[config.mk]
export PLATFORM = sky130hd
export DESIGN_NAME = alu_top
export DESIGN_NICKNAME = d
export VERILOG_FILES = /design/src/rtl/alu_top.sv
export SDC_FILE = /design/constraint.sdc
export NUM_CORES = 1
export LEC_CHECK = 0
export ABC_CLOCK_PERIOD_IN_PS = 4700
export BUFFER_PORTS_ARGS = -buffer_cell sky130_fd_sc_hd__buf_2
export CAP_MARGIN = 20
export CORE_MARGIN = 5
export CORE_UTILIZATION = 25
export DETAILED_ROUTE_END_ITERATION = 12
export PLACE_DENSITY_LB_ADDON = 0.15
export SLEW_MARGIN = 20
export SYNTH_ARGS = -nofsm -noshare
export SYNTH_HDL_FRONTEND = slang
export SYNTH_SLANG_ARGS = --single-unit
[constraint.sdc]
create_clock -name clk -period 4.7 [get_ports clk]
set_input_delay 0.235 -clock clk [delete_from_list [all_inputs] [get_ports clk]]
set_output_delay 0.235 -clock clk [all_outputs]
set_load 0.05 [all_outputs]
[src/rtl/alu_top.sv]
// SPI-attached 8-bit ALU: receives {a,b,opcode} LSB first and returns {flags,result} of frame N during frame N+1.
// Result is loaded three clk after synchronized ss rises; the SPI master is never stalled, so there is no backpressure.
module alu_top #(
  parameter int FRAME_SIZE = 20
) (
  input  logic clk,
  input  logic reset_n,
  input  logic ss,
  input  logic sclk,
  input  logic mosi,
  output logic miso,
  output logic busy,
  output logic rvalid
);

  localparam int TX_W  = 20;
  localparam int CNT_W = $clog2(FRAME_SIZE + 1);
  localparam logic [CNT_W-1:0] FULL_CNT = CNT_W'(FRAME_SIZE);

  typedef enum logic [1:0] {IDLE, RECV, EXEC, LOAD} state_t;

  state_t                  state_q, state_d;
  logic                    ss_q1, ss_q2, ss_q3;
  logic                    sclk_q1, sclk_q2, sclk_q3;
  logic                    mosi_q1, mosi_q2;
  logic [FRAME_SIZE-1:0]   rx_q, rx_d;
  logic [TX_W-1:0]         tx_q, tx_d;
  logic [TX_W-1:0]         res_q, res_d;
  logic [CNT_W-1:0]        cnt_q, cnt_d;

  logic ss_fall, ss_rise, sclk_rise;

  assign ss_fall   = ss_q3 & ~ss_q2;
  assign ss_rise   = ~ss_q3 & ss_q2;
  assign sclk_rise = ~sclk_q3 & sclk_q2;

  // ALU operands decoded straight from the receive register
  logic [7:0]  op_a, op_b;
  logic [3:0]  opcode;
  logic [2:0]  shamt;
  logic [8:0]  sum9, inc9;
  logic [7:0]  diff8;
  logic [15:0] diff16, rotl16, rotr16, alu_res;
  logic        alu_carry, alu_ovf, alu_neg, alu_zero;

  assign op_a   = rx_q[19:12];
  assign op_b   = rx_q[11:4];
  assign opcode = rx_q[3:0];
  assign shamt  = op_b[2:0];

  always_comb begin
    sum9      = {1'b0, op_a} + {1'b0, op_b};
    inc9      = {1'b0, op_a} + 9'd1;
    diff8     = op_a - op_b;
    diff16    = {8'h00, op_a} - {8'h00, op_b};
    rotl16    = {op_a, op_a} << shamt;
    rotr16    = {op_a, op_a} >> shamt;
    alu_res   = '0;
    alu_carry = 1'b0;
    alu_ovf   = 1'b0;
    case (opcode)
      4'h0: begin
        alu_res   = {7'h00, sum9};
        alu_carry = sum9[8];
        alu_ovf   = (op_a[7] == op_b[7]) && (sum9[7] != op_a[7]);
      end
      4'h1: begin
        alu_res   = diff16;
        alu_carry = (op_a < op_b);
        alu_ovf   = (op_a[7] != op_b[7]) && (diff8[7] != op_a[7]);
      end
      4'h2: alu_res = {8'h00, op_a} * {8'h00, op_b};
      4'h3: alu_res = {8'h00, op_a & op_b};
      4'h4: alu_res = {8'h00, op_a | op_b};
      4'h5: alu_res = {8'h00, op_a ^ op_b};
      4'h6: alu_res = {8'h00, ~op_a};
      4'h7: alu_res = {8'h00, ~(op_a & op_b)};
      4'h8: alu_res = {8'h00, ~(op_a | op_b)};
      4'h9: alu_res = {8'h00, ~(op_a ^ op_b)};
      4'hA: alu_res = {8'h00, op_a << shamt};
      4'hB: alu_res = {8'h00, op_a >> shamt};
      4'hC: alu_res = {8'h00, rotl16[15:8]};
      4'hD: alu_res = {8'h00, rotr16[7:0]};
      4'hE: begin
        alu_res   = {7'h00, inc9};
        alu_carry = inc9[8];
      end
      default: alu_res = {8'h00, op_a - 8'd1};
    endcase
    alu_neg  = (opcode == 4'h1 || opcode == 4'h2) ? alu_res[15] : alu_res[7];
    alu_zero = (alu_res == 16'h0000);
  end

  always_comb begin
    state_d = state_q;
    rx_d    = rx_q;
    tx_d    = tx_q;
    res_d   = res_q;
    cnt_d   = cnt_q;
    case (state_q)
      IDLE: begin
        if (ss_fall) begin
          state_d = RECV;
          cnt_d   = '0;
        end
      end
      RECV: begin
        if (sclk_rise && !ss_q2) begin
          tx_d = {1'b0, tx_q[TX_W-1:1]};
          if (cnt_q != FULL_CNT) begin
            rx_d  = {mosi_q2, rx_q[FRAME_SIZE-1:1]};
            cnt_d = cnt_q + CNT_W'(1);
          end
        end
        if (ss_rise) begin
          if (cnt_q == FULL_CNT) begin
            state_d = EXEC;
          end else begin
            // Short frame: undo the shifting so the last result is offered again
            state_d = IDLE;
            tx_d    = res_q;
          end
        end
      end
      EXEC: begin
        res_d   = {alu_ovf, alu_neg, alu_carry, alu_zero, alu_res};
        state_d = LOAD;
      end
      default: begin
        tx_d    = res_q;
        state_d = IDLE;
      end
    endcase
  end

  always_ff @(posedge clk or negedge reset_n) begin
    if (!reset_n) begin
      state_q <= IDLE;
      ss_q1   <= 1'b0;
      ss_q2   <= 1'b0;
      ss_q3   <= 1'b0;
      sclk_q1 <= 1'b0;
      sclk_q2 <= 1'b0;
      sclk_q3 <= 1'b0;
      mosi_q1 <= 1'b0;
      mosi_q2 <= 1'b0;
      rx_q    <= '0;
      tx_q    <= '0;
      res_q   <= '0;
      cnt_q   <= '0;
    end else begin
      state_q <= state_d;
      ss_q1   <= ss;
      ss_q2   <= ss_q1;
      ss_q3   <= ss_q2;
      sclk_q1 <= sclk;
      sclk_q2 <= sclk_q1;
      sclk_q3 <= sclk_q2;
      mosi_q1 <= mosi;
      mosi_q2 <= mosi_q1;
      rx_q    <= rx_d;
      tx_q    <= tx_d;
      res_q   <= res_d;
      cnt_q   <= cnt_d;
    end
  end

  assign miso   = tx_q[0];
  assign busy   = (state_q != IDLE);
  assign rvalid = (state_q == LOAD);

endmodule

=== Word level (Yosys, flattened, before mapping) ===
Index checks and enable logic that the tools add are counted.

* Flip-flop bits (word level): 75
* Output and inout bits: 3
* Logic and storage cells: 95

* Add/subtract/negate cells: 6
* Multipliers: 1
* $lt $le $gt $ge: 1
* Equal/unequal tests: 27
* Shifts and indexed selects: 4
* Mux-type cells: 16
* Bitwise gates (word level): 13
* Reduce and logical (&&, ||, !) cells: 14

{| class="wikitable"
|+ Operator list
! cell !! count
|-
| 16-bit case mux with 15 select lines || 1
|-
| 20-bit 2-to-1 mux || 3
|-
| 20-bit case mux with 2 select lines || 1
|-
| 8-bit NOT || 4
|-
| 4-bit equality test, second input constant || 7
|-
| 4-bit by 3-bit equality test with 1-bit output, second input constant || 4
|-
| 16-bit zero test || 1
|-
| 8-bit by 8-bit multiplier with 16-bit output || 1
|-
| 16-bit by 3-bit << shifter with 16-bit output || 1
|-
| 16-bit by 3-bit >> shifter with 8-bit output || 1
|-
| 5-bit 2-to-1 mux || 3
|-
| 5-bit case mux with 2 select lines || 1
|-
| 8-bit by 1-bit adder with 9-bit output, second input constant || 1
|-
| 8-bit by 8-bit adder with 9-bit output || 1
|-
| 8-bit by 8-bit subtractor with 9-bit output || 1
|-
| 8-bit bitwise AND || 1
|-
| 4-bit by 2-bit equality test with 1-bit output, second input constant || 2
|-
| 8-bit less-than comparator || 1
|-
| 2-bit != test, second input constant || 4
|-
| 8-bit OR || 1
|-
| 8-bit by 3-bit << shifter with 8-bit output || 1
|-
| 8-bit by 3-bit >> shifter with 8-bit output || 1
|-
| 8-bit by 1-bit subtractor with 8-bit output, second input constant || 1
|-
| 8-bit subtractor || 1
|-
| 26 further kinds || 38
|}

=== Longest topological paths before layout ===
Gate-level depths: netlist of the first run.

* Word-level depth: 7
* Depth in mapped cells: 20

=== Least setup slack after synthesis of the first run ===
Ideal clock, no wire load.

* Kind: register -> register
* Start point: register rx_q[13]
* End point: register res_q[16]
* Data arrival time: 5,110 ps
* Path slack: -476 ps
* Stages on the path, launching flop included: 19
* Clock period less this slack: 5,176 ps
* Cells stage by stage: dfrtp_1 > buf_2 > clkinv_1 > nor2_1 > fa_1 > fa_1 > fa_1 > inv_1 > fa_1 > inv_1 > ha_1 > or3_1 > o22ai_1 > a21oi_1 > xor2_1 > a21o_1 > a2111o_1 > nor4_2 > a32o_2

* Cells in the longest elaborated chain, start to end: 4
* Elaborated cells on any way between the ends: 18
* Classes of those cells: add/sub: 4; mul: 1; shift: 4; mux: 1; bitwise: 7; reduce/logical: 1

{| class="wikitable"
|+ Ends and longest elaborated chain
! item !! line !! RTL
|-
| start: declaration || 26 || <nowiki>logic [FRAME_SIZE-1:0] rx_q, rx_d;</nowiki>
|-
| start signal: assignment || 161 || <nowiki>rx_q <= rx_d;</nowiki>
|-
| branches (longest 2 deep; another with 8-bit by 8-bit multiplier with 16-bit output) || - ||
|-
| 16-bit case mux with 15 select lines * || 61 || <nowiki>case (opcode)</nowiki>
|-
| 16-bit zero test * || 91 || <nowiki>alu_zero = (alu_res == 16'h0000);</nowiki>
|-
| end signal: assignment || 163 || <nowiki>res_q <= res_d;</nowiki>
|-
| end: declaration || 28 || <nowiki>logic [TX_W-1:0] res_q, res_d;</nowiki>
|}

Mark *: on every way between the ends.
A chain may end at the register's enable or synchronous reset.

=== Final worst setup path of the first run ===
* Start point: register rx_q[16]
* End point: register res_q[16]

The elaborated chain is that of the path after synthesis.

==> summary.md, run 1 <==
| Metric | Value |
|---|---|
| Number of flops mapped to enable cells by yosys | `0` |
| Post-layout min period | `4.69 ns` |
| Global-route wire length before repair | `approximately 43000 µm` |
| Number of hold violations in the final report | `0` |
| Final routed wire length divided by cell count | `between 15 and 20 µm` |
| Placed instance count | `1397` |
| Total grt overflow | `0` |
| Fraction of power consumed by the clock network | `36.2%` |
| Layout net count | `1134` |
| Number of search-and-repair iterations in the first detailed-routing pass | `5` |
| Number of antenna violations at the first check in global routing | `0` |
| CTS Buf Count | `9` |
| Seq. cell area | `~0.0019 mm²` |
| Cell type with the highest occurrence count on the critical path | `sky130_fd_sc_hd__fa_1` |
| Worst-skew pair later-pin latency | `0.36 ns` |
| Area fraction in compound gates after synthesis | `18.3%` |
| CP Class | `flop to flop` |
| Wire length after detailed routing | `27000 µm` |
| Number of I/O port buffers | `7` |
| Clock tree root driver cell | `sky130_fd_sc_hd__clkbuf_16` |
| DRC violation count after routing | `0` |
| Worst slew slack as a fraction of its limit | `38.7%` |
| Overall Power | `about 2.1 mW` |
| Leading register cell type out of synthesis | `sky130_fd_sc_hd__dfrtp_1` |
| Maximum fanout encountered on the critical timing path | `3` |
| Mean instance size in the synthesized netlist | `8.42 µm²` |
| Vias in the first global route | `7264` |
| Final critical-path setup slack | `0.00529 ns` |
| Async set or reset register ratio after synthesis | `100%` |
| Fin crit share | `99.9%` |
| Register bit total from synthesis | `between 70 and 80` |
| HP Class | `flop to flop` |
| Share of the yosys chip area belonging to registers | `a little under a quarter` |
| Count of clock tree sinks | `75` |
| Combined area of the multi-input logic cells | `0.00574 mm²` |
| Core Region | `0.0316 mm²` |
| Clock-pin slew on the worst setup and hold paths | `0.07 ns` |
| Count of fill cells added during filler insertion | `roughly 3400` |
| Multiplexer area fraction after synthesis | `7.70%` |
| Number of warnings reported in the yosys synthesis log | `0` |
| Sequential share of power | `~33%` |
| Critical path launch point type | `flop` |
| # rows | `65` |
| Global-route usage over all layers | `15.2%` |
| Number of DRC markers after the initial detailed-route iteration | `459` |
| Highest clock frequency the design can meet | `213 MHz` |
| Setup slack after placement | `-0.518 ns` |
| Highest ir drop seen on vdd | `0.193 mV` |
| Post-Synth Simple-Gate Area | `19.9%` |
| Lkg Pwr | `approximately 4.2 nW` |
| Setup repair after global routing missed its margin | `yes` |
| Antenna Violating Nets Remaining | `0` |
| Share of cells above drive strength 1 | `23.5%` |
| Run status | `finished, final reports clean` |
| FF-to-FF setup slack | `0.005 ns` |
| Number of setup violations in the final report | `0` |
| Maximum buffer depth of the clock tree | `2` |
| Starting density of the core | `25.3%` |
| Routed via count | `7226` |
| Cell area after technology mapping | `around 0.008 mm²` |
| Post-Synthesis Cells | `about 950` |
| Final cell count without fillers | `1433` |
| Actual slew at the worst max-slew pin | `0.912 ns` |
| Count of cell types in the netlist | `83` |
| Max Cap Viol | `0` |
| Num ports | `8` |
| Clock tree from TritonCTS | `yes` |
| Placed wire-length estimate after detailed placement | `20800 µm` |
| P_sw | `0.708 mW` |
| Largest net degree at the start of global routing | `41` |
| Horiz. Die Dim | `189 µm` |
| Critical path required time | `roughly 5.0 ns` |
| Parity-gate share of the synthesized area counting xor and xnor cells | `2.96%` |
| Area enclosed by the die boundary | `0.0356 mm²` |
| WP data arrival | `4.94 ns` |
| Largest clock skew in the final design | `0.00865 ns` |
| Net switching share of the total power | `between 30% and 40%` |
| Cell with the largest stage delay on the worst path | `sky130_fd_sc_hd__fa_1` |
| Die outline height | `189 µm` |
| Final antenna diode count | `0` |
| Power density of the placed cells | `210 mW/mm²` |
| Worst path cell trace | `buf_6 -> ha_4 -> fa_1 -> fa_1 -> fa_1 -> inv_2 -> fa_1 -> inv_2 -> ha_4 -> or3_4 -> a221oi_4 -> buf_4 -> nor3_2 -> a211oi_2 -> xnor2_1 -> a21oi_2 -> and4_1 -> a32o_2` |
| Endpoint type of the worst setup path | `flop` |
| Final Max Slew Viols | `0` |
| Delay contributed by the slowest stage of the critical path | `0.55 ns` |
| Avg Vias per Cell | `between 5 and 6` |
| Internal power | `around 1.3 mW` |
| Area growth from synthesis to final layout | `22.1%` |
| Main combinational cell family by area after synthesis | `simple AND/OR/NAND/NOR gates` |
| Weighted congestion reported at the end of routability-driven placement | `just over 0.8` |
| Net count after synthesis | `approximately 1100` |
| H-tree depth | `3` |
| Post-Synth Adder-Cell Area | `19.7%` |
| Comb pwr share | `between 30% and 40%` |
## kinds of logic (layout without fill, tap and decap cells)
| family | after synthesis | count (layout) |
|---|---|---|
| and+or+nand+nor | 318 | 318 |
| adders and majority gates | 103 | 103 |
| AOI/OAI and AO/OA | 224 | 224 |
| xor gates and xnor gates | 27 | 27 |
| muxes | 51 | 51 |
| DFF | 75 | 75 |
| buffers and inverters | 151 | 233 |
## per-layer routing
layer  routed length, µm  global-route usage (%)  up-vias
li1                    -                       -     3486
met1               13200                    21.8     3569
met4                 477                    3.62        0
met2               12400                    24.2      141
met5                   0                       0        -
met3                 940                    2.28       30
## placed cells by master, fill, tap and decap left out, drive strengths merged, types with 5 or more instances in the layout
master / n
a221oi: 5
mux2: 15
nor4b: 5
o21bai: 5
nor3: 26
a31oi: 7
a211oi: 15
clkinv: 5
nand2b: 7
o211ai: 10
mux2i: 31
inv: 91
o22ai: 5
nor2b: 14
dfrtp: 75
fa: 38
ha: 65
nand2: 84
a21o: 9
clkbuf: 10
xor2: 9
o21ai: 81
nor4: 13
buf: 119
xnor2: 18
a21oi: 35
o32a: 5
nand3: 15
mux4: 5
o21a: 5
or2: 8
and3: 9
nor2: 93
or3: 14
## state kept, by name, summed over array words and instances, names as in the netlist
name,count
mosi_q1,1
sclk_q3,1
sclk_q2,1
mosi_q2,1
ss_q1,1
cnt_q,5
ss_q3,1
rx_q,20
ss_q2,1
sclk_q1,1
state_q,2
res_q,20
tx_q,20
## cells in the mapped netlist, types with 6 or more instances
master	number	area (µm²)
sky130_fd_sc_hd__xnor2_1	18	158
sky130_fd_sc_hd__dfrtp_1	75	1880
sky130_fd_sc_hd__buf_2	20	100
sky130_fd_sc_hd__a211oi_1	14	105
sky130_fd_sc_hd__a31oi_1	7	43.8
sky130_fd_sc_hd__and3_1	9	56.3
sky130_fd_sc_hd__nor2b_1	14	87.6
sky130_fd_sc_hd__o211ai_1	10	75.1
sky130_fd_sc_hd__clkinv_1	7	26.3
sky130_fd_sc_hd__mux2_2	11	124
sky130_fd_sc_hd__nand2_1	84	315
sky130_fd_sc_hd__fa_1	38	761
sky130_fd_sc_hd__a21o_1	9	67.6
sky130_fd_sc_hd__ha_1	65	813
sky130_fd_sc_hd__xor2_1	9	78.8
sky130_fd_sc_hd__nor3_1	26	130
sky130_fd_sc_hd__nor2_1	93	349
sky130_fd_sc_hd__inv_1	82	308
sky130_fd_sc_hd__clkbuf_1	20	75.1
sky130_fd_sc_hd__mux2i_1	30	300
sky130_fd_sc_hd__or3_1	14	87.6
sky130_fd_sc_hd__buf_4	9	67.6
sky130_fd_sc_hd__nand3_1	15	75.1
sky130_fd_sc_hd__buf_1	6	22.5
sky130_fd_sc_hd__a21oi_1	35	175
sky130_fd_sc_hd__o21ai_0	77	385
sky130_fd_sc_hd__nand2b_1	7	43.8
sky130_fd_sc_hd__nor4_1	10	62.6
## power by group through the flow
stage               logic, mW  clock network, mW  registers (mW)
floorplan               0.370                  0           0.694
global placement        0.596                  0           0.697
detailed placement      0.590                  0           0.697
CTS                     0.610              0.767           0.686
global route            0.680              0.793           0.688
finish                  0.623              0.742           0.686
## metrics by stage
step / hold slack, ns / util (%) / TNS [ns] / cell area (µm²)
2_1_floorplan: -0.0606 / - / 0 / 8130
3_3_place_gp: 0.255 / 28.6 / -1.09 / 9040
3_5_place_dp: 0.249 / 28.6 / -1.00 / 9040
4_1_cts: 0.357 / 30.4 / 0 / 9610
5_1_grt: 0.363 / 30.9 / -0.461 / 9760
6_report: 0.354 / 30.9 / 0 / 9760
## path summary, 6_finish.rpt
| path | from | end | cells past startpoint |
|---|---|---|---|
| worst max-delay path | rx_q[16] | res_q[16] | 18 |
| worst min-delay path | ss_q1 | ss_q2 | 0 |
| worst max register to register | rx_q[16] | res_q[16] | 18 |
| worst min register to register | ss_q1 | ss_q2 | 0 |
| max in group asynchronous | reset_n | rx_q[3] | 3 |
| min in group asynchronous | reset_n | res_q[12] | 2 |
## cell type report
class	count	share of cell area, %
multi-input cells	723	58.9
repair buffers	123	9.57
clock buffers	10	2.45
flip-flops and latches	75	19.3
clock inverters	6	0.744
inverters	94	3.91
well taps	402	5.16
## worst max-delay path: cells and delay by family, from the launching register on
kind | cells | cell delay (ns)
XOR/XNOR | 1 | 0.16
adder cells (fa/ha/maj) | 6 | 2.31
AND/OR/NAND/NOR | 3 | 0.61
buffers and inverters | 4 | 0.38
AO/OA/AOI/OAI | 4 | 0.71
flip-flops | 1 | 0.42
## timing repair
| item | CTS | global route |
|---|---|---|
| setup endpoints to repair | 4 | 8 |
| endpoints found under the hold margin | 39 | 0 |
| pin swaps | 26 | 28 |
| hold buffers | 4 | 0 |
| buffers inserted | 12 | 5 |
| resized for setup | 30 | 33 |
| gates cloned | 0 | 0 |
(Power assumes the default switching activity.)
==> run 2, diff against run 1 <==
--- a/config.mk
+++ b/config.mk
@@ -5,7 +5,7 @@
 export SDC_FILE = /design/constraint.sdc
 export NUM_CORES = 1
 export LEC_CHECK = 0
-export ABC_CLOCK_PERIOD_IN_PS = 4700
+export ABC_CLOCK_PERIOD_IN_PS = 5670
 export BUFFER_PORTS_ARGS = -buffer_cell sky130_fd_sc_hd__buf_2
 export CAP_MARGIN = 20
 export CORE_MARGIN = 5
==> constraint.sdc (replaced) <==
create_clock -name clk -period 5.67 [get_ports clk]
set_input_delay 0.2835 -clock clk [delete_from_list [all_inputs] [get_ports clk]]
set_output_delay 0.2835 -clock clk [all_outputs]
set_load 0.05 [all_outputs]
==> run 2 against run 1 <==
Sequential cell count unchanged; clock skew increased by 0.00086 ns; routed wire length decreased by 1.1%; clock-buffer cell count increased by 2; critical path type unchanged; largest cell class unchanged.
==> summary.md, run 2 (same netlist as run 1, synthesis figures left out) <==
| Metric | Value |
|---|---|
| Maximum buffer depth of the clock tree | `2 (unchanged)` |
| Fin crit share | `92.9% (-7.0 points)` |
| Number of search-and-repair iterations in the first detailed-routing pass | `4 (-1)` |
| Number of setup violations in the final report | `0 (unchanged)` |
| Final critical-path setup slack | `0.404 ns (+0.398 ns)` |
| Actual slew at the worst max-slew pin | `0.992 ns (+0.0794 ns)` |
| Critical path launch point type | `flop` |
| Combined area of the multi-input logic cells | `0.00549 mm² (-4.4%)` |
| Clock tree root driver cell | `sky130_fd_sc_hd__clkbuf_16` |
| Endpoint type of the worst setup path | `flop` |
| Number of antenna violations at the first check in global routing | `0 (unchanged)` |
| Starting density of the core | `25.3% (unchanged)` |
| # rows | `65 (unchanged)` |
| Core Region | `0.0316 mm² (unchanged)` |
| Most frequent cells in the layout | `93 x sky130_fd_sc_hd__nor2_1, 84 x sky130_fd_sc_hd__nand2_1, 82 x sky130_fd_sc_hd__inv_1` |
| Biggest regs | `res_q: 20 flops, rx_q: 20 flops, tx_q: 20 flops` |
| CTS Buf Count | `9 (unchanged)` |
| H-tree depth | `3 (unchanged)` |
| Placed wire-length estimate after detailed placement | `20100 µm (-3.2%)` |
| Final antenna diode count | `0 (unchanged)` |
| Startpoint of the worst register-to-register path | `rx_q[7]` |
| Total grt overflow | `0 (unchanged)` |
| Most frequent standard cell in the layout excluding fill and tap cells | `sky130_fd_sc_hd__nor2_1` |
| Worst slew slack as a fraction of its limit | `33.7% (-4.9 points)` |
| Global-route usage over all layers | `14.9% (-0.30 points)` |
| Worst-skew pair later-pin latency | `0.35 ns (about the same)` |
| Setup slack after placement | `0.263 ns (+0.780 ns)` |
| Share of cells above drive strength 1 | `10.5% (-13 points)` |
| Number of setup buffers added after CTS | `0 (-12)` |
| Wire length after detailed routing | `26700 µm (-1.1%)` |
| Die outline height | `189 µm (unchanged)` |
| Seq. cell area | `0.00188 mm² (-0.40%)` |
| Area enclosed by the die boundary | `0.0356 mm² (unchanged)` |
| Clock-pin slew on the worst setup and hold paths | `0.06 ns (about the same)` |
| Avg Vias per Cell | `5.11 (+1.3%)` |
| Post-layout min period | `5.27 ns (+0.572 ns)` |
| Clock tree from TritonCTS | `yes` |
| Routed via count | `6906 (-4.4%)` |
| Largest clock skew in the final design | `0.00951 ns (+0.000862 ns)` |
| Global-route wire length before repair | `41400 µm (-2.9%)` |
| Area growth from synthesis to final layout | `10.3%` |
| Total length of routed met2 wires | `12400 µm (about the same)` |
| Final routed wire length divided by cell count | `19.7 µm (+4.8%)` |
| Sum of routed wire segments on met1 | `12800 µm (-2.6%)` |
| Finished Cell Area | `0.00882 mm² (-9.6%)` |
| Highest metal used | `met4` |
| Worst hold stages | `1 (+1)` |
| Launch instance of the worst min-delay path | `sclk` |
| HP Class | `input pin to flop` |
| Area after detailed placement | `0.00851 mm² (-5.8%)` |
| Setup repair after global routing missed its margin | `no` |
| Lkg Pwr | `3.85 nW (-9.3%)` |
| Run status | `finished, final reports clean` |
| WP data arrival | `5.55 ns (+0.61 ns)` |
| Detailed-routed wire length on met3 | `1140 µm (+21%)` |
| Vias in the first global route | `6832 (-5.9%)` |
| Critical path required time | `5.96 ns (+1.01 ns)` |
| Overall Power | `1.60 mW (-22%)` |
| Antenna Violating Nets Remaining | `0 (unchanged)` |
| Count of clock tree sinks | `75 (unchanged)` |
| Num ports | `8 (unchanged)` |
| Final Max Slew Viols | `0 (unchanged)` |
| Number of DRC markers after the initial detailed-route iteration | `450 (-2.0%)` |
| Total negative slack | `0 ns (unchanged)` |
| Horiz. Die Dim | `189 µm (unchanged)` |
| Count of fill cells added during filler insertion | `3414 (+1.4%)` |
| Maximum fanout encountered on the critical timing path | `9 (+6)` |
| Max Cap Viol | `0 (unchanged)` |
| Weighted congestion reported at the end of routability-driven placement | `0.846 (+1.8%)` |
| Highest clock frequency the design can meet | `190 MHz (-11%)` |
| Worst Setup SP | `rx_q[7]` |
| Layout net count | `1053 (-7.1%)` |
| Finished Core Util | `27.9% (-3.0 points)` |
| Worst r2r path cells | `17 (-1)` |
| Number of I/O port buffers | `7 (unchanged)` |
| Largest net degree at the start of global routing | `45 (+9.8%)` |
| Power density of the placed cells | `181 mW/mm² (-14%)` |
| CP Class | `flop to flop` |
| Highest ir drop seen on vdd | `0.162 mV (-16%)` |
| Number of hold violations in the final report | `0 (unchanged)` |
| DRC violation count after routing | `0 (unchanged)` |
-- run 2: changes by cell type in the layout (fill, tap and decap cells not counted), sizes merged --
cell / previous run / this run
buf: 119 / 41
dlygate4sd3: 4 / 1
inv: 91 / 87
clkbuf: 10 / 12
clkinv: 5 / 8
clkinvlp: 3 / 2
-- run 2: stage by stage --
step                      std cells  hold slack (ns)
after CTS                      1352           0.0316
after detailed placement       1335            0.279
after global placement         1335            0.283
after floorplan                 949          -0.0121
after global routing           1352           0.0289
final                          1352           0.0458
-- run 2: path summary, 6_finish.rpt --
kind | to | slack, ns
max in group asynchronous | sclk_q1 | 4.27
min in group asynchronous | tx_q[13] | 0.43
worst min register to register | sclk_q2 | 0.35
worst min-delay path | sclk_q1 | 0.05
worst max register to register | res_q[16] | 0.40
worst max-delay path | res_q[16] | 0.40
-- run 2: repair_timing --
item | CTS | global route
endpoints found under the hold margin | 31 | 0
gates resized for setup | 0 | 2
hold buffers | 1 | 0
endpoints found under the setup margin | 0 | 1
-- run 2: final cells by class --
class / count / area share [%]
clock buffer: 12 / 2.68
clock inverter: 4 / 0.582
inverter: 94 / 4.04
multi-input combinational: 723 / 62.3
sequential: 75 / 21.3
tap: 402 / 5.70
timing repair buffer: 42 / 3.43
-- run 2: where the power goes --
group	internal [mW]	total [mW]	switching, mW	leakage (nW)
clock	0.342	0.585	0.243	0.137
sequential	0.550	0.564	0.0143	1.02
combinational	0.158	0.449	0.292	2.68
total	1.05	1.60	0.549	3.85
-- run 2: worst max-delay path, cell delays in order (launching register included) --
cell and delay, ns:
sky130_fd_sc_hd__dfrtp_1 0.46, sky130_fd_sc_hd__clkinvlp_4 0.30, sky130_fd_sc_hd__nor2_1 0.22, sky130_fd_sc_hd__fa_1 0.46, sky130_fd_sc_hd__fa_1 0.48, sky130_fd_sc_hd__fa_1 0.54
sky130_fd_sc_hd__inv_1 0.05, sky130_fd_sc_hd__fa_1 0.52, sky130_fd_sc_hd__inv_1 0.04, sky130_fd_sc_hd__ha_1 0.23, sky130_fd_sc_hd__or3_1 0.43, sky130_fd_sc_hd__o22ai_1 0.17
sky130_fd_sc_hd__a21oi_1 0.07, sky130_fd_sc_hd__xor2_1 0.16, sky130_fd_sc_hd__a21o_1 0.21, sky130_fd_sc_hd__a2111o_1 0.40, sky130_fd_sc_hd__nor4_2 0.25, sky130_fd_sc_hd__a32o_2 0.19
-- run 2: routing by layer --
| layer | global-route usage (%) | vias to the layer above |
|---|---|---|
| met4 | 2.72 | 0 |
| met2 | 24.3 | 165 |
| met5 | 0 | - |
| met3 | 2.26 | 17 |
| met1 | 21.2 | 3395 |
| li1 | - | 3329 |
==> run 3, diff against run 2 <==
==> constraint.sdc (replaced) <==
create_clock -name clk -period 5.67 [get_ports clk]
set_input_delay 1.134 -clock clk [delete_from_list [all_inputs] [get_ports clk]]
set_output_delay 1.134 -clock clk [all_outputs]
set_load 0.05 [all_outputs]
==> run 3 against run 2 <==
Core utilization about the same; clock skew about the same; clock power about the same; die area unchanged; register-to-register slack about the same; sequential power about the same; first-iteration DRC count up 2.4%; hold slack better by 0.30 ns; maximum frequency up 0.12%; design area down 0.11%; combinational power about the same; worst setup slack better by 0.0064 ns; critical path type unchanged; largest cell class unchanged; highest routed layer unchanged.
==> summary.md, run 3 (same netlist as run 1, synthesis figures left out) <==
| Metric | Value |
|---|---|
| Worst-skew pair later-pin latency | `0.35 ns (about the same)` |
| Endpoint type of the worst setup path | `flop` |
| Final antenna diode count | `0 (unchanged)` |
| Horiz. Die Dim | `189 µm (unchanged)` |
| Avg Vias per Cell | `5.11 (about the same)` |
| Starting density of the core | `25.3% (unchanged)` |
| Weighted congestion reported at the end of routability-driven placement | `0.846 (unchanged)` |
| DRC violation count after routing | `0 (unchanged)` |
| Sequential share of power | `35.3% (about the same)` |
| Total negative slack | `0 ns (unchanged)` |
| Clock tree root driver cell | `sky130_fd_sc_hd__clkbuf_16` |
| Comb pwr share | `28.1% (about the same)` |
| Largest net degree at the start of global routing | `45 (unchanged)` |
| WP data arrival | `5.55 ns (about the same)` |
| Highest clock frequency the design can meet | `190 MHz (+0.12%)` |
| Final critical-path setup slack | `0.410 ns (+0.00636 ns)` |
| Most frequent standard cell in the layout excluding fill and tap cells | `sky130_fd_sc_hd__nor2_1` |
| Setup slack after placement | `0.263 ns (unchanged)` |
| Biggest regs | `res_q: 20 flops, rx_q: 20 flops, tx_q: 20 flops` |
| Startpoint of the worst register-to-register path | `rx_q[7]` |
| Critical path launch point type | `flop` |
| Number of hold violations in the final report | `0 (unchanged)` |
| Net switching share of the total power | `34.3% (about the same)` |
| Post-layout min period | `5.26 ns (-0.00636 ns)` |
| Detailed-routed wire length on met3 | `1020 µm (-11%)` |
| H-tree depth | `3 (unchanged)` |
| Maximum fanout encountered on the critical timing path | `9 (unchanged)` |
| Largest clock skew in the final design | `0.00922 ns (-0.000285 ns)` |
| Worst r2r path cells | `17 (unchanged)` |
| Worst min-delay path endpoint | `sclk_q2` |
| Path length in cells of the critical path | `17 (unchanged)` |
| Number of setup violations in the final report | `0 (unchanged)` |
| Number of antenna violations at the first check in global routing | `0 (unchanged)` |
| Cell type with the highest occurrence count on the critical path | `sky130_fd_sc_hd__fa_1` |
| Run status | `finished, final reports clean` |
| Overall Power | `1.60 mW (about the same)` |
| Fin crit share | `92.8% (-0.11 points)` |
| Worst slew slack as a fraction of its limit | `33.5% (-0.25 points)` |
| Worst path cell trace | `clkinvlp_4 -> nor2_1 -> fa_1 -> fa_1 -> fa_1 -> inv_1 -> fa_1 -> inv_1 -> ha_1 -> or3_1 -> o22ai_1 -> a21oi_1 -> xor2_1 -> a21o_1 -> a2111o_1 -> nor4_2 -> a32o_2` |
| Highest metal used | `met4` |
| Max Cap Viol | `0 (unchanged)` |
| Endpoint of the lowest-slack register-to-register path | `res_q[16]` |
| Vias in the first global route | `6829 (-0.044%)` |
| Delay contributed by the slowest stage of the critical path | `0.54 ns (about the same)` |
| Total length of routed met2 wires | `12300 µm (-0.20%)` |
| Routed via count | `6905 (-0.014%)` |
| Sum of routed wire segments on met1 | `13000 µm (+1.2%)` |
| Number of search-and-repair iterations in the first detailed-routing pass | `5 (+1)` |
| Number of I/O port buffers | `7 (unchanged)` |
| Most frequent cells in the layout | `93 x sky130_fd_sc_hd__nor2_1, 84 x sky130_fd_sc_hd__nand2_1, 82 x sky130_fd_sc_hd__inv_1` |
| Worst hold stages | `0 (-1)` |
| Die outline height | `189 µm (unchanged)` |
| Final Max Slew Viols | `0 (unchanged)` |
| Layout net count | `1052 (-0.095%)` |
| Cell with the largest stage delay on the worst path | `sky130_fd_sc_hd__fa_1` |
| Core Region | `0.0316 mm² (unchanged)` |
| Global-route usage over all layers | `14.9% (about the same)` |
| Total grt overflow | `0 (unchanged)` |
| Power density of the placed cells | `181 mW/mm² (about the same)` |
| Clock-pin slew on the worst setup and hold paths | `0.06 ns (about the same)` |
| Critical path required time | `5.96 ns (about the same)` |
| Maximum buffer depth of the clock tree | `2 (unchanged)` |
| Wire length after detailed routing | `26700 µm (about the same)` |
| Lkg Pwr | `3.84 nW (-0.11%)` |
| P_sw | `0.549 mW (about the same)` |
| Actual slew at the worst max-slew pin | `0.995 ns (+0.00372 ns)` |
| Area enclosed by the die boundary | `0.0356 mm² (unchanged)` |
| # rows | `65 (unchanged)` |
| FF-to-FF setup slack | `0.41 ns (about the same)` |
| Count of clock tree sinks | `75 (unchanged)` |
| Highest ir drop seen on vdd | `0.162 mV (+0.26%)` |
| Internal power | `1.05 mW (about the same)` |
| CTS Buf Count | `9 (unchanged)` |
| Final routed wire length divided by cell count | `19.7 µm (about the same)` |
| Share of cells above drive strength 1 | `10.5% (+0.011 points)` |
| Setup repair after global routing missed its margin | `no` |
| HP Class | `flop to flop` |
| Number of DRC markers after the initial detailed-route iteration | `461 (+2.4%)` |
| Fraction of power consumed by the clock network | `36.6% (about the same)` |
| Antenna Violating Nets Remaining | `0 (unchanged)` |
| Num ports | `8 (unchanged)` |
| Global-route wire length before repair | `41400 µm (about the same)` |
| CP Class | `flop to flop` |
| Placed wire-length estimate after detailed placement | `20100 µm (unchanged)` |
| Launch instance of the worst min-delay path | `sclk_q1` |
| Top cell family by delay on the critical path | `adder cells` |
| Worst path bufs/invs | `3 (unchanged)` |
| Area growth from synthesis to final layout | `10.2%` |
| Clock tree from TritonCTS | `yes` |
-- run 3: cell types whose count changed in the layout (fill, tap and decap cells not counted) --
cell | previous run | this run
sky130_fd_sc_hd__dlygate4sd3_1 | 1 | 0
-- run 3: cell type report --
| class | instances | area, µm² |
|---|---|---|
| flip-flops and latches | 75 | 1880 |
| inverters | 94 | 357 |
| multi-input cells | 723 | 5490 |
| clock buffers | 12 | 236 |
| clock inverters | 4 | 51.3 |
| repair buffers | 41 | 293 |
| fillers | 3413 | 22700 |
| well taps | 402 | 503 |
-- run 3: worst max path at each step --
| stage | start | to | slack [ns] |
|---|---|---|---|
| after floorplan | rx_q[13] | res_q[16] | 0.49 |
| after global placement | rx_q[7] | res_q[16] | 0.29 |
| after detailed placement | rx_q[7] | res_q[16] | 0.26 |
| after CTS | rx_q[7] | res_q[16] | 0.24 |
| after global routing | rx_q[12] | res_q[16] | 0.08 |
| final | rx_q[7] | res_q[16] | 0.41 |
-- run 3: worst reg2reg max path, cell delays in order, from the launching register on --
cell                         delay, ns
sky130_fd_sc_hd__dfrtp_1          0.46
sky130_fd_sc_hd__clkinvlp_4       0.30
sky130_fd_sc_hd__nor2_1           0.22
sky130_fd_sc_hd__fa_1             0.46
sky130_fd_sc_hd__fa_1             0.48
sky130_fd_sc_hd__fa_1             0.54
sky130_fd_sc_hd__inv_1            0.05
sky130_fd_sc_hd__fa_1             0.52
sky130_fd_sc_hd__inv_1            0.04
sky130_fd_sc_hd__ha_1             0.23
sky130_fd_sc_hd__or3_1            0.43
sky130_fd_sc_hd__o22ai_1          0.17
sky130_fd_sc_hd__a21oi_1          0.07
sky130_fd_sc_hd__xor2_1           0.16
sky130_fd_sc_hd__a21o_1           0.22
sky130_fd_sc_hd__a2111o_1         0.40
sky130_fd_sc_hd__nor4_2           0.25
sky130_fd_sc_hd__a32o_2           0.19
-- run 3: power groups by stage --
stage / Sequential, mW / Clock (mW) / Combinational [mW]
2_1_floorplan: 0.574 / 0 / 0.292
3_3_place_gp: 0.573 / 0 / 0.449
3_5_place_dp: 0.574 / 0 / 0.445
4_1_cts: 0.564 / 0.603 / 0.448
5_1_grt: 0.565 / 0.631 / 0.483
6_report: 0.564 / 0.585 / 0.448
-- run 3: timing repair --
| item | CTS | global route |
|---|---|---|
| endpoints found under the hold margin | 0 | 0 |
| hold buffers | 0 | 0 |
| buffers inserted | 0 | 0 |
| endpoints found under the setup margin | 0 | 1 |
| resized for setup | 0 | 2 |
-- run 3: metal layers --
layer  vias to the layer above  GRT usage [%]
met5                         -              0
li1                       3327              -
met1                      3421           21.2
met4                         0           2.72
met2                       140           24.3
met3                        17           2.24
-- run 3: per-stage QoR --
step	std cells	utilization (%)	hold WS, ns	area (µm²)
floorplan	949	-	0.331	7990
global placement	1335	27.0	0.333	8510
detailed placement	1335	27.0	0.335	8510
CTS	1351	27.9	0.348	8800
global route	1351	27.9	0.353	8810
finish	1351	27.9	0.347	8810
